### src/rtl/note_highway_engine.sv
`default_nettype none
// ============================================================================
// Module   : note_highway_engine
// Brief    : DEPTH x NUM_LANES note grid shifted once per beat; streams erase
//            and redraw pixels and exposes the strike row. Optional miss
//            counter enabled by defining NHE_MISS_COUNT_EN.
// Revision : 1.0 - initial release
// ============================================================================
module note_highway_engine #(
    parameter int NUM_LANES  = 5,
    parameter int DEPTH      = 8,
    parameter int NOTE_W     = 8,
    parameter int NOTE_H     = 6,
    parameter int LANE_X0    = 100,
    parameter int LANE_PITCH = 24,
    parameter int ROW_Y0     = 20,
    parameter int ROW_PITCH  = 24,
    parameter int COLOUR_W   = 9,
    parameter logic [COLOUR_W-1:0]           BG_COLOUR    = '0,
    parameter logic [NUM_LANES*COLOUR_W-1:0] LANE_COLOURS = {5{9'h1FF}}
) (
    input  logic                 clk,
    input  logic                 resetn,
    input  logic                 beat,
    input  logic                 pause,
    input  logic                 stop,
    input  logic [NUM_LANES-1:0] new_notes,
    input  logic [NUM_LANES-1:0] hit_notes,
    output logic [NUM_LANES-1:0] notes_to_play,
    output logic [8:0]           x,
    output logic [7:0]           y,
    output logic [COLOUR_W-1:0]  colour,
    output logic                 plot,
    output logic                 busy,
    output logic                 beat_overrun
`ifdef NHE_MISS_COUNT_EN
    ,
    output logic [15:0]          missed_count
`endif
);

    localparam int c_row_w  = (DEPTH > 1)     ? $clog2(DEPTH)     : 1;
    localparam int c_lane_w = (NUM_LANES > 1) ? $clog2(NUM_LANES) : 1;
    localparam int c_px_w   = (NOTE_W > 1)    ? $clog2(NOTE_W)    : 1;
    localparam int c_py_w   = (NOTE_H > 1)    ? $clog2(NOTE_H)    : 1;

    typedef enum logic [2:0] {
        ST_IDLE  = 3'd0,
        ST_ERASE = 3'd1,
        ST_SHIFT = 3'd2,
        ST_DRAW  = 3'd3,
        ST_CLEAR = 3'd4
    } state_t;

    state_t                          r_state;
    logic [DEPTH-1:0][NUM_LANES-1:0] r_grid;
    logic [NUM_LANES-1:0]            r_hit_mask;
    logic                            r_pending;
    logic                            r_clear;
    logic [c_row_w-1:0]              r_row;
    logic [c_lane_w-1:0]             r_lane;
    logic [c_px_w-1:0]               r_px;
    logic [c_py_w-1:0]               r_py;

    logic                            w_cell;
    logic                            w_px_last;
    logic                            w_pix_last;
    logic                            w_cell_done;
    logic                            w_walk_last;
    logic                            w_beat_live;
    logic [8:0]                      w_x;
    logic [7:0]                      w_y;
    logic [COLOUR_W-1:0]             w_lane_colour;

    assign w_cell        = r_grid[r_row][r_lane];
    assign w_px_last     = (32'(r_px) == NOTE_W - 1);
    assign w_pix_last    = w_px_last && (32'(r_py) == NOTE_H - 1);
    assign w_cell_done   = !w_cell || w_pix_last;
    assign w_walk_last   = w_cell_done && (32'(r_row) == DEPTH - 1)
                           && (32'(r_lane) == NUM_LANES - 1);
    assign w_beat_live   = beat && !pause;
    assign w_x           = 9'(LANE_X0 + 32'(r_lane) * LANE_PITCH + 32'(r_px));
    assign w_y           = 8'(ROW_Y0 + 32'(r_row) * ROW_PITCH + 32'(r_py));
    assign w_lane_colour = LANE_COLOURS[32'(r_lane) * COLOUR_W +: COLOUR_W];
    assign busy          = (r_state != ST_IDLE);

    always_ff @(posedge clk) begin
        if (!resetn) begin
            r_state       <= ST_IDLE;
            r_grid        <= '0;
            r_hit_mask    <= '0;
            r_pending     <= 1'b0;
            r_clear       <= 1'b0;
            r_row         <= '0;
            r_lane        <= '0;
            r_px          <= '0;
            r_py          <= '0;
            notes_to_play <= '0;
            x             <= '0;
            y             <= '0;
            colour        <= '0;
            plot          <= 1'b0;
            beat_overrun  <= 1'b0;
        end else begin
            notes_to_play <= r_grid[DEPTH-1] & ~r_hit_mask;
            r_hit_mask    <= r_hit_mask | hit_notes;

            // A beat that arrives mid-pass is remembered once; a second one is lost.
            if (w_beat_live && (r_state != ST_IDLE)) begin
                if (r_pending) begin
                    beat_overrun <= 1'b1;
                end else begin
                    r_pending <= 1'b1;
                end
            end

            case (r_state)
                ST_IDLE: begin
                    plot <= 1'b0;
                    if (stop) begin
                        r_state <= ST_ERASE;
                        r_clear <= 1'b1;
                    end else if ((beat || r_pending) && !pause) begin
                        r_state   <= ST_ERASE;
                        r_clear   <= 1'b0;
                        r_pending <= beat && r_pending;
                    end
                end

                ST_ERASE, ST_DRAW: begin
                    if (pause) begin
                        plot <= 1'b0;
                    end else begin
                        plot <= w_cell;
                        if (w_cell) begin
                            x      <= w_x;
                            y      <= w_y;
                            colour <= (r_state == ST_ERASE) ? BG_COLOUR : w_lane_colour;
                        end

                        // Row-major cell walk; a set cell scans its box px-inner.
                        if (!w_cell_done) begin
                            if (w_px_last) begin
                                r_px <= '0;
                                r_py <= r_py + 1'b1;
                            end else begin
                                r_px <= r_px + 1'b1;
                            end
                        end else begin
                            r_px <= '0;
                            r_py <= '0;
                            if (32'(r_lane) == NUM_LANES - 1) begin
                                r_lane <= '0;
                                r_row  <= (32'(r_row) == DEPTH - 1) ? '0 : r_row + 1'b1;
                            end else begin
                                r_lane <= r_lane + 1'b1;
                            end
                        end

                        if (w_walk_last) begin
                            if (r_state == ST_DRAW) begin
                                r_state <= ST_IDLE;
                            end else if (r_clear) begin
                                r_state   <= ST_CLEAR;
                                r_pending <= 1'b0;
                            end else begin
                                r_state <= ST_SHIFT;
                            end
                        end
                    end
                end

                ST_SHIFT: begin
                    plot       <= 1'b0;
                    r_grid     <= {r_grid[DEPTH-2:0], new_notes};
                    r_hit_mask <= '0;
                    r_state    <= ST_DRAW;
                end

                ST_CLEAR: begin
                    plot       <= 1'b0;
                    r_grid     <= '0;
                    r_hit_mask <= '0;
                    r_clear    <= 1'b0;
                    r_state    <= ST_IDLE;
                end

                default: begin
                    plot    <= 1'b0;
                    r_state <= ST_IDLE;
                end
            endcase
        end
    end

`ifdef NHE_MISS_COUNT_EN
    logic [16:0] w_miss_sum;

    always_comb begin
        w_miss_sum = {1'b0, missed_count};
        for (int i = 0; i < NUM_LANES; i++) begin
            w_miss_sum = w_miss_sum + 17'(r_grid[DEPTH-1][i] & ~r_hit_mask[i]);
        end
    end

    // Unhit strike-row notes become misses only when a real shift discards them.
    always_ff @(posedge clk) begin
        if (!resetn) begin
            missed_count <= '0;
        end else if (r_state == ST_SHIFT) begin
            missed_count <= w_miss_sum[16] ? 16'hFFFF : w_miss_sum[15:0];
        end
    end
`endif

endmodule
`default_nettype wire

### config.mk
export PLATFORM = sky130hd
export DESIGN_NAME = note_highway_engine
export DESIGN_NICKNAME = d
export VERILOG_FILES = /design/src/rtl/note_highway_engine.sv
export SDC_FILE = /design/constraint.sdc
export NUM_CORES = 1
export LEC_CHECK = 0
export CORE_ASPECT_RATIO = 0.5
export CORE_UTILIZATION = 50
export CTS_CLUSTER_DIAMETER = 100
export DETAILED_ROUTE_END_ITERATION = 8
export GPL_TIMING_DRIVEN = 0
export PLACE_DENSITY = 0.79
export SLEW_MARGIN = 20
export SYNTH_ARGS = -nofsm -noshare
export SYNTH_HDL_FRONTEND = slang
export SYNTH_SLANG_ARGS = --single-unit
### constraint.sdc
create_clock -name clk -period 2.3 [get_ports clk]
set_clock_uncertainty 0.05 [all_clocks]
set_input_delay 0.345 -clock clk [delete_from_list [all_inputs] [get_ports clk]]
set_output_delay 0.345 -clock clk [all_outputs]
set_load 0.01 [all_outputs]
==> flow_summary.json, run 1 <==
{
  "worst_path_most_repeated_cell": "buf_6",
  "fin_crit_sh_pct": 98.3,
  "leakage_nw": 1.86,
  "synth.distinct_cells": 49,
  "fin_area_sq_mm": 0.00490,
  "core_area_sq_mm": 0.00738,
  "min_period_ns": 2.26,
  "clk_latency_ns": 0.35,
  "clock_sinks": 87,
  "die_h_um": 63.9,
  "finalWorstSetupSlack_ns": 0.0385,
  "critPathRequiredTime_ns": 2.50,
  "seqCellArea_sq_mm": 0.00175,
  "crit_slowest_cell": "mux4_2",
  "setup_violations": 0,
  "synth-edff-count": 0,
  "p_per_area_mw_per_mm2": 661,
  "grt.total_usage_pct": 22.4,
  "finalNetCount": 475,
  "hold_class": "in2reg",
  "start_kind": "flip-flop",
  "n_fill_cell": 582,
  "rows": 22,
  "antenna_found_initial": 0,
  "postPlaceCellArea_sq_mm": 0.00442,
  "clock-root-buffer": "clkbuf_16",
  "rsz0062_at_grt": "true",
  "crit_fanout": 10,
  "async_reset_ff_share_pct": 0,
  "multiInputGateArea_sq_mm": 0.00190,
  "crit_arrival_ns": 2.46,
  "postCtsHoldBufs": 0,
  "synth.yosys.seq_area_share_pct": 45.5,
  "drt-initial-drc-count": 230,
  "layout-drive-gt1-share_pct": 13.8,
  "critPathCaptureType": "flip-flop",
  "clock.fmax_mhz": 442,
  "gp_congestion": 0.846,
  "irDropWorstVdd_mv": 0.412,
  "crit_chain": "buf_12 > mux4_2 > mux2i_1 > o22a_2 > a41o_1 > buf_6 > buf_6 > nand3_1 > o31ai_1",
  "numPortBuffers": 47,
  "path_class": "reg2reg",
  "numCtsBuffers": 9,
  "power_mw": 3.24,
  "final_common_cell": "dfxtp_1",
  "dpl.cell_count": 519,
  "h-tree-depth": 3,
  "first_pass_iters": 5,
  "drc_errors": 0,
  "dp_slack_ns": -0.344,
  "routed_via_density": 5.72,
  "antenna_cells": 0,
  "clk_pin_slew_ns": 0.06,
  "yosysWarningCount": 0,
  "synthCells": 376,
  "worst_pin_slew_ns": 0.584,
  "via_count": 3114,
  "mostFrequentLayoutCells": "dfxtp_1 (84), clkdlybuf4s50_1 (47), a22o_1 (40), nand3_1 (29), nand2_1 (24)",
  "yosysTopAreaCell": "dfxtp_1",
  "cts_tree": "done",
  "ys_ff_latch": 87,
  "die_x_um": 126,
  "synth_area_sq_mm": 0.00383,
  "synth_top_area_share_pct": 45.5,
  "yosys_most_used_dff": "dfxtp_1",
  "critPathBufInv": 3,
  "ant_nets": 0,
  "grt_pass1_wl_um": 13900,
  "cpPeakStageDelay_ns": 0.49,
  "clockBufferDepth": 2,
  "pin_count": 49,
  "grt_max_degree": 15,
  "initial_core_util_pct": 51.9,
  "die-area_sq_mm": 0.00803,
  "avgSynthCellArea_sq_um": 10.2,
  "drv_cap": 0,
  "synthToLayoutAreaGrowth_pct": 27.9,
  "slew_violations": 0,
  "dp_hpwl_um": 5760,
  "yosys-top-cells-area": "dfxtp_1 (45%), a22o_1 (9.1%), ha_1 (4.9%), nand3_1 (3.8%), mux4_2 (2.9%)",
  "outcome": "finished, final reports clean",
  "fin_cells": 544,
  "crit_family": "multiplexers",
  "final-hold-violation-count": 0,
  "syn-num-nets": 408,
  "grt_overflow": 0,
  "postRouteWirelength_um": 8360,
  "avgRoutedWirePerCell_um": 15.4,
  "grt_pass1_vias": 2749,
  "slew_headroom_pct": 61.0
}
==> metrics by stage <==
step | hold WS (ns) | TNS [ns] | util (%)
6_report | 0.299 | 0 | 66.4
5_1_grt | 0.327 | -0.439 | 66.4
4_1_cts | 0.288 | -0.0145 | 65.5
3_5_place_dp | 0.362 | -10.94 | 59.9
3_3_place_gp | 0.346 | -8.38 | 59.9
2_1_floorplan | 0.340 | 0 | -
==> power breakdown <==
group | switching [mW] | leakage (nW) | internal, mW
sequential | 0.0130 | 0.705 | 1.51
combinational | 0.0724 | 0.999 | 0.0502
clock | 0.598 | 0.157 | 0.988
==> metal layers <==
metal / vias up / GRT usage, % / share of wire [%]
met5: - / 0 / 0
met4: 0 / 8.13 / 1.2
met3: 10 / 5.95 / 6.3
met2: 99 / 33.8 / 43
met1: 1484 / 30.9 / 49
li1: 1521 / - / -
==> area by class of cell <==
class	instances	share of cell area (%)
Inverter	9	0.690
Buffer	32	4.06
Clock inverter	4	1.58
Tap cell	96	2.45
Multi-Input combinational cell	246	38.9
Clock buffer	12	5.03
Timing Repair Buffer	58	11.5
Sequential cell	87	35.8
==> synth_stat cells, drive strengths merged, types with 4 or more instances <==
cell	number
dfxtp	87
a22o	40
nand3	29
nand2	24
clkbuf	20
ha	15
nor2	15
o21ai	15
buf	14
a21oi	13
inv	8
mux2i	8
mux4	8
o31ai	8
nand4	6
nor3b	5
o21a	5
xnor2	5
xor2	5
and3	4
nor2b	4
nor3	4
or3	4
==> registers in the layout, summed over array words and instances, names as in the netlist, 5 cells and up <==
signal	count
notes_to_play	5
r_grid	40
r_hit_mask	5
x	9
y	8
==> worst reg2reg max path, stage by stage (launching register included) <==
cell	delay [ns]
dfxtp_4	0.39
buf_12	0.11
mux4_2	0.49
mux2i_1	0.21
o22a_2	0.22
a41o_1	0.24
buf_6	0.15
buf_6	0.13
nand3_1	0.08
o31ai_1	0.09
==> cell families after synthesis <==
group                      after synthesis  synth area share (%)
AOI/OAI and AO/OA                      100                  19.9
muxes                                   17                  7.38
and+or+nand+nor                        102                  13.4
adders and majority gates               17                  5.95
buffers and inverters                   43                  5.59
xor gates and xnor gates                10                  2.29
DFF                                     87                  45.5
==> final timing paths <==
| path | from | to | slack, ns | cells past startpoint |
|---|---|---|---|---|
| worst max-delay path | r_row[0]$_SDFFE_PN0P_ | y[2]$_SDFFE_PN0P_ | 0.04 | 9 |
| worst min register to register | r_hit_mask[4]$_SDFF_PP0_ | notes_to_play[4]$_SDFF_PN0_ | 0.36 | 1 |
| worst min-delay path | resetn | r_py[0]$_SDFFE_PN0P_ | 0.30 | 3 |
| worst max register to register | r_row[0]$_SDFFE_PN0P_ | y[2]$_SDFFE_PN0P_ | 0.04 | 9 |
==> what timing repair did <==
action,4_1_cts,5_1_grt
endpoints found under the setup margin,33,64
pin swaps,3,8
gates resized for setup,13,19
setup buffers,7,4
Power figures use the tool's default switching activity.
==> inputs of run 2 (changes only) <==
--- a/config.mk
+++ b/config.mk
@@ -11,6 +11,7 @@
 export DETAILED_ROUTE_END_ITERATION = 8
 export GPL_TIMING_DRIVEN = 0
 export PLACE_DENSITY = 0.79
+export RECOVER_POWER = 100
 export SLEW_MARGIN = 20
 export SYNTH_ARGS = -nofsm -noshare
 export SYNTH_HDL_FRONTEND = slang
==> constraint.sdc (replaced) <==
create_clock -name clk -period 2.3 [get_ports clk]
set_clock_uncertainty 0.05 [all_clocks]
set_input_delay 0.345 -clock clk [delete_from_list [all_inputs] [get_ports clk]]
set_output_delay 0.345 -clock clk [all_outputs]
set_load 0.005 [all_outputs]
==> flow_summary.json, run 2 (synthesis gave the netlist of run 1 again) <==
{
  "outcome": "finished, final reports clean",
  "path_class": "reg2reg",
  "gp_congestion": 0.846,
  "h-tree-depth": 3,
  "crit_path_end": "r_state[1]$_SDFFE_PN0P_",
  "final_util_pct": 66.4,
  "crit_fanout": 4,
  "die-area_sq_mm": 0.00803,
  "clock.fmax_mhz": 442,
  "clockBufferDepth": 2,
  "antenna_found_initial": 0,
  "clock_sinks": 87,
  "grt_pass1_wl_um": 13900,
  "numPortBuffers": 47,
  "power_mw": 3.23,
  "rsz0062_at_grt": "true",
  "via_count": 3113,
  "largestRegisters": "r_grid (40), x (9), y (8)",
  "internal_power_mw": 2.55,
  "rr_endpoint": "r_state[1]$_SDFFE_PN0P_",
  "drc_errors": 0,
  "postRouteWirelength_um": 8350,
  "seqCellArea_sq_mm": 0.00175,
  "clk_pin_slew_ns": 0.06,
  "p_sw_mw": 0.676,
  "dp_slack_ns": -0.344,
  "fin_crit_sh_pct": 98.3,
  "start_kind": "flip-flop",
  "r2r_start": "r_row[0]$_SDFFE_PN0P_",
  "clock-root-buffer": "clkbuf_16",
  "pwr-share-seq_pct": 47.3,
  "p_per_area_mw_per_mm2": 659,
  "pin_count": 49,
  "die_h_um": 63.9,
  "dpl.cell_count": 519,
  "clkPwrFrac_pct": 48.9,
  "first_pass_iters": 4,
  "setup_violations": 0,
  "avgRoutedWirePerCell_um": 15.4,
  "worst_pin_slew_ns": 0.583,
  "min_period_ns": 2.26,
  "critPathCaptureType": "flip-flop",
  "layout-drive-gt1-share_pct": 13.8,
  "postCtsHoldBufs": 0,
  "mostFrequentLayoutCells": "dfxtp_1 (84), a22o_1 (40), nand3_1 (29), dlygate4sd3_1 (25), nand2_1 (24)",
  "drv_cap": 0,
  "synthToLayoutAreaGrowth_pct": 27.9,
  "sw_frac_of_total_pct": 20.9,
  "leakage_nw": 1.95,
  "ant_nets": 0,
  "grt.total_usage_pct": 22.4,
  "grt_pass1_vias": 2749,
  "p_comb_share_pct": 3.8,
  "die_x_um": 126,
  "core_area_sq_mm": 0.00738,
  "ff2ff_setup_slack_ns": 0.04,
  "fin_cells": 544,
  "final-hold-violation-count": 0,
  "hold_class": "in2reg",
  "critPathRequiredTime_ns": 2.51,
  "routed_via_density": 5.72,
  "antenna_cells": 0,
  "largest_reg_flops": 40,
  "final_common_cell": "dfxtp_1",
  "irDropWorstVdd_mv": 0.412,
  "dp_hpwl_um": 5760,
  "rr_worst_depth": 7,
  "drt-initial-drc-count": 234,
  "crit_start": "r_row[0]$_SDFFE_PN0P_",
  "cts_tree": "done",
  "top_register": "r_grid",
  "multiInputGateArea_sq_mm": 0.00190,
  "finalWorstSetupSlack_ns": 0.0396,
  "rows": 22,
  "slew_headroom_pct": 61.1,
  "numCtsBuffers": 9,
  "slew_violations": 0,
  "n_fill_cell": 582,
  "crit_arrival_ns": 2.47,
  "grt_max_degree": 15,
  "grt_overflow": 0,
  "clk_latency_ns": 0.34,
  "initial_core_util_pct": 51.9,
  "finalNetCount": 475
}
-- run 2: changes by cell type in the layout (fill, tap and decap cells not counted), sizes merged --
cell,delta
dlygate4sd3,+25
clkdlybuf4s50,-25
buf,-8
clkbuf,+8
-- run 2: metrics by stage --
| step | setup TNS [ns] | cell area (sq um) | hold slack [ns] |
|---|---|---|---|
| 2_1_floorplan | 0 | 3830 | 0.340 |
| 3_5_place_dp | -10.94 | 4420 | 0.362 |
| 6_report | 0 | 4900 | 0.302 |
| 5_1_grt | -0.437 | 4900 | 0.327 |
| 3_3_place_gp | -8.38 | 4420 | 0.346 |
| 4_1_cts | -0.0145 | 4830 | 0.288 |
-- run 2: worst min-delay path by stage --
stage / from / end / slack [ns] / cells after the start
after global placement: r_hit_mask[4]$_SDFF_PP0_ / notes_to_play[4]$_SDFF_PN0_ / 0.35 / 1
final: resetn / r_py[0]$_SDFFE_PN0P_ / 0.30 / 3
after global routing: resetn / r_py[0]$_SDFFE_PN0P_ / 0.33 / 3
after detailed placement: r_hit_mask[1]$_SDFF_PP0_ / notes_to_play[1]$_SDFF_PN0_ / 0.36 / 1
after floorplan: r_hit_mask[4]$_SDFF_PP0_ / notes_to_play[4]$_SDFF_PN0_ / 0.34 / 1
after CTS: resetn / r_py[0]$_SDFFE_PN0P_ / 0.29 / 3
-- run 2: timing repair --
action | 4_1_cts | 5_1_grt
endpoints found under the setup margin | 33 | 64
setup buffers | 7 | 4
pin swaps | 3 | 8
gates resized for setup | 13 | 19
-- run 2: cell type report --
class | instances | share of cell area (%)
Buffer | 32 | 4.06
Clock buffer | 12 | 5.03
Clock inverter | 4 | 1.58
Inverter | 9 | 0.690
Multi-Input combinational cell | 246 | 38.9
Sequential cell | 87 | 35.8
Tap cell | 96 | 2.45
Timing Repair Buffer | 58 | 11.5
-- run 2: power by group through the flow --
stage | sequential (mW) | combinational [mW] | clock, mW
after floorplan | 1.56 | 0.0724 | 0
after global placement | 1.56 | 0.122 | 0
after detailed placement | 1.56 | 0.123 | 0
after CTS | 1.53 | 0.123 | 1.61
after global routing | 1.53 | 0.135 | 1.68
final | 1.53 | 0.122 | 1.58
-- run 2: critical path: stages (launching register included) --
cell,delay (ns)
dfxtp_4,0.39
buf_12,0.11
mux4_2,0.49
mux2i_1,0.20
o22a_2,0.22
o211ai_1,0.12
or3_1,0.39
a211oi_2,0.20
-- run 2: per-layer routing --
layer | routed length (um) | GRT usage [%] | vias up | part of all wire, %
met4 | 123 | 8.13 | 0 | 1.5
li1 | - | - | 1520 | -
met2 | 3620 | 33.8 | 76 | 43
met3 | 469 | 5.95 | 11 | 5.6
met1 | 4140 | 30.9 | 1506 | 50
met5 | 0 | 0 | - | 0
==> inputs of run 3 (changes only) <==
--- a/config.mk
+++ b/config.mk
@@ -10,8 +10,10 @@
 export CTS_CLUSTER_DIAMETER = 100
 export DETAILED_ROUTE_END_ITERATION = 8
 export GPL_TIMING_DRIVEN = 0
+export HOLD_SLACK_MARGIN = 0.1
 export PLACE_DENSITY = 0.79
 export RECOVER_POWER = 100
+export SKIP_CTS_REPAIR_TIMING = 1
 export SLEW_MARGIN = 20
 export SYNTH_ARGS = -nofsm -noshare
 export SYNTH_HDL_FRONTEND = slang
==> flow_summary.json, run 3 (synthesis gave the netlist of run 1 again) <==
{
  "clock-root-buffer": "clkbuf_16",
  "rsz0062_at_grt": "true",
  "clk_pin_slew_ns": 0.06,
  "synthToLayoutAreaGrowth_pct": 27.1,
  "start_kind": "flip-flop",
  "seqCellArea_sq_mm": 0.00175,
  "dp_hpwl_um": 5760,
  "internal_power_mw": 2.55,
  "grt_pass1_vias": 2712,
  "slew_headroom_pct": 48.2,
  "sw_frac_of_total_pct": 21.1,
  "avgRoutedWirePerCell_um": 15.2,
  "drt-initial-drc-count": 235,
  "setup_violations": 0,
  "die_x_um": 126,
  "initial_core_util_pct": 51.9,
  "crit_family": "multiplexers",
  "finalNetCount": 473,
  "core_area_sq_mm": 0.00738,
  "power_mw": 3.23,
  "numCtsBuffers": 9,
  "h-tree-depth": 3,
  "globalRoute.busiestLayer": "met2",
  "grt.total_usage_pct": 22.1,
  "grt_pass1_wl_um": 13700,
  "largestRegisters": "r_grid (40), x (9), y (8)",
  "use_met3_pct": 5.95,
  "crit_chain": "mux4_2 > mux2i_2 > o22a_1 > a41o_1 > buf_6 > buf_4 > buf_6 > o31ai_1",
  "grt_overflow": 0,
  "drc_errors": 0,
  "grtUsageMet1_pct": 30.6,
  "final-hold-violation-count": 0,
  "clockBufferDepth": 2,
  "leakage_nw": 1.94,
  "path_class": "reg2reg",
  "outcome": "finished, final reports clean",
  "layout-drive-gt1-share_pct": 12.8,
  "antenna_cells": 0,
  "cts_tree": "done",
  "gp_congestion": 0.846,
  "irDropWorstVdd_mv": 0.413,
  "first_pass_iters": 5,
  "grt.met2_usage_pct": 32.9,
  "clock.fmax_mhz": 435,
  "grt_max_degree": 15,
  "min_period_ns": 2.30,
  "critPathBufInv": 3,
  "crit_fanout": 6,
  "clk_latency_ns": 0.34,
  "die_h_um": 63.9,
  "postRouteWirelength_um": 8210,
  "pwr-share-seq_pct": 47.2,
  "rows": 22,
  "routed_via_density": 5.64,
  "fin_cells": 542,
  "pin_count": 49,
  "worst_path_most_repeated_cell": "buf_6",
  "fin_crit_sh_pct": 100,
  "numPortBuffers": 47,
  "p_per_area_mw_per_mm2": 665,
  "via_count": 3059,
  "slew_violations": 0,
  "p_sw_mw": 0.682,
  "critPathCaptureType": "flip-flop",
  "dpl.cell_count": 519,
  "clock_sinks": 87,
  "die-area_sq_mm": 0.00803,
  "multiInputGateArea_sq_mm": 0.00189,
  "antenna_found_initial": 0,
  "crit_arrival_ns": 2.46,
  "dp_slack_ns": -0.344,
  "n_fill_cell": 583,
  "p_comb_share_pct": 3.8,
  "hold_class": "in2reg",
  "clkPwrFrac_pct": 49.0,
  "ant_nets": 0,
  "top_register": "r_grid",
  "finalWorstSetupSlack_ns": 0.000470,
  "critPathRequiredTime_ns": 2.46,
  "crit_slowest_cell": "mux4_2",
  "largest_reg_flops": 40,
  "drv_cap": 0,
  "worst_pin_slew_ns": 0.767,
  "final_common_cell": "dfxtp_1",
  "tns_ns": 0,
  "cpPeakStageDelay_ns": 0.54,
  "mostFrequentLayoutCells": "dfxtp_1 (84), a22o_1 (40), nand3_1 (28), dlygate4sd3_1 (25), nand2_1 (24)"
}
## run 3: changes by cell type in the layout (fill, tap and decap cells not counted), sizes merged
cell,delta
buf,-1
clkbuf,-1
## run 3: worst min-delay path: cells and delay by family
family | cells | cell delay [ns]
simple gates | 1 | 0.11
compound gates | 1 | 0.06
buf+inv | 1 | 0.13
## run 3: final timing paths
| path | slack (ns) | end | from | cells past startpoint |
|---|---|---|---|---|
| worst max-delay path | 0.0005 | y[7]$_SDFFE_PN0P_ | r_row[0]$_SDFFE_PN0P_ | 8 |
| worst min-delay path | 0.30 | r_py[0]$_SDFFE_PN0P_ | resetn | 3 |
| worst max register to register | 0.0005 | y[7]$_SDFFE_PN0P_ | r_row[0]$_SDFFE_PN0P_ | 8 |
| worst min register to register | 0.36 | notes_to_play[4]$_SDFF_PN0_ | r_hit_mask[4]$_SDFF_PP0_ | 1 |
## run 3: final cells by class
cell class	count	area share [%]
inverter	9	0.694
tap	96	2.47
clock inverter	4	1.59
multi-input combinational	246	38.9
timing repair buffer	55	11.0
sequential	87	36.0
buffer	33	4.32
clock buffer	12	5.07
## run 3: per-stage QoR
stage	hold slack [ns]	cell area, sq um	util [%]
detailed placement	0.362	4420	59.9
global route	0.327	4870	66.0
CTS	0.288	4740	64.3
floorplan	0.340	3830	-
finish	0.301	4870	66.0
global placement	0.346	4420	59.9
## run 3: metal layers
layer	up-vias	part of all wire, %
met3	10	5.8
li1	1516	-
met5	-	0
met2	79	43
met4	0	1.5
met1	1454	50
## run 3: power by group through the flow
stage,registers (mW),clock network [mW],logic [mW]
2_1_floorplan,1.56,0,0.0724
3_3_place_gp,1.56,0,0.122
3_5_place_dp,1.56,0,0.123
4_1_cts,1.53,1.61,0.123
5_1_grt,1.53,1.67,0.135
6_report,1.53,1.58,0.123
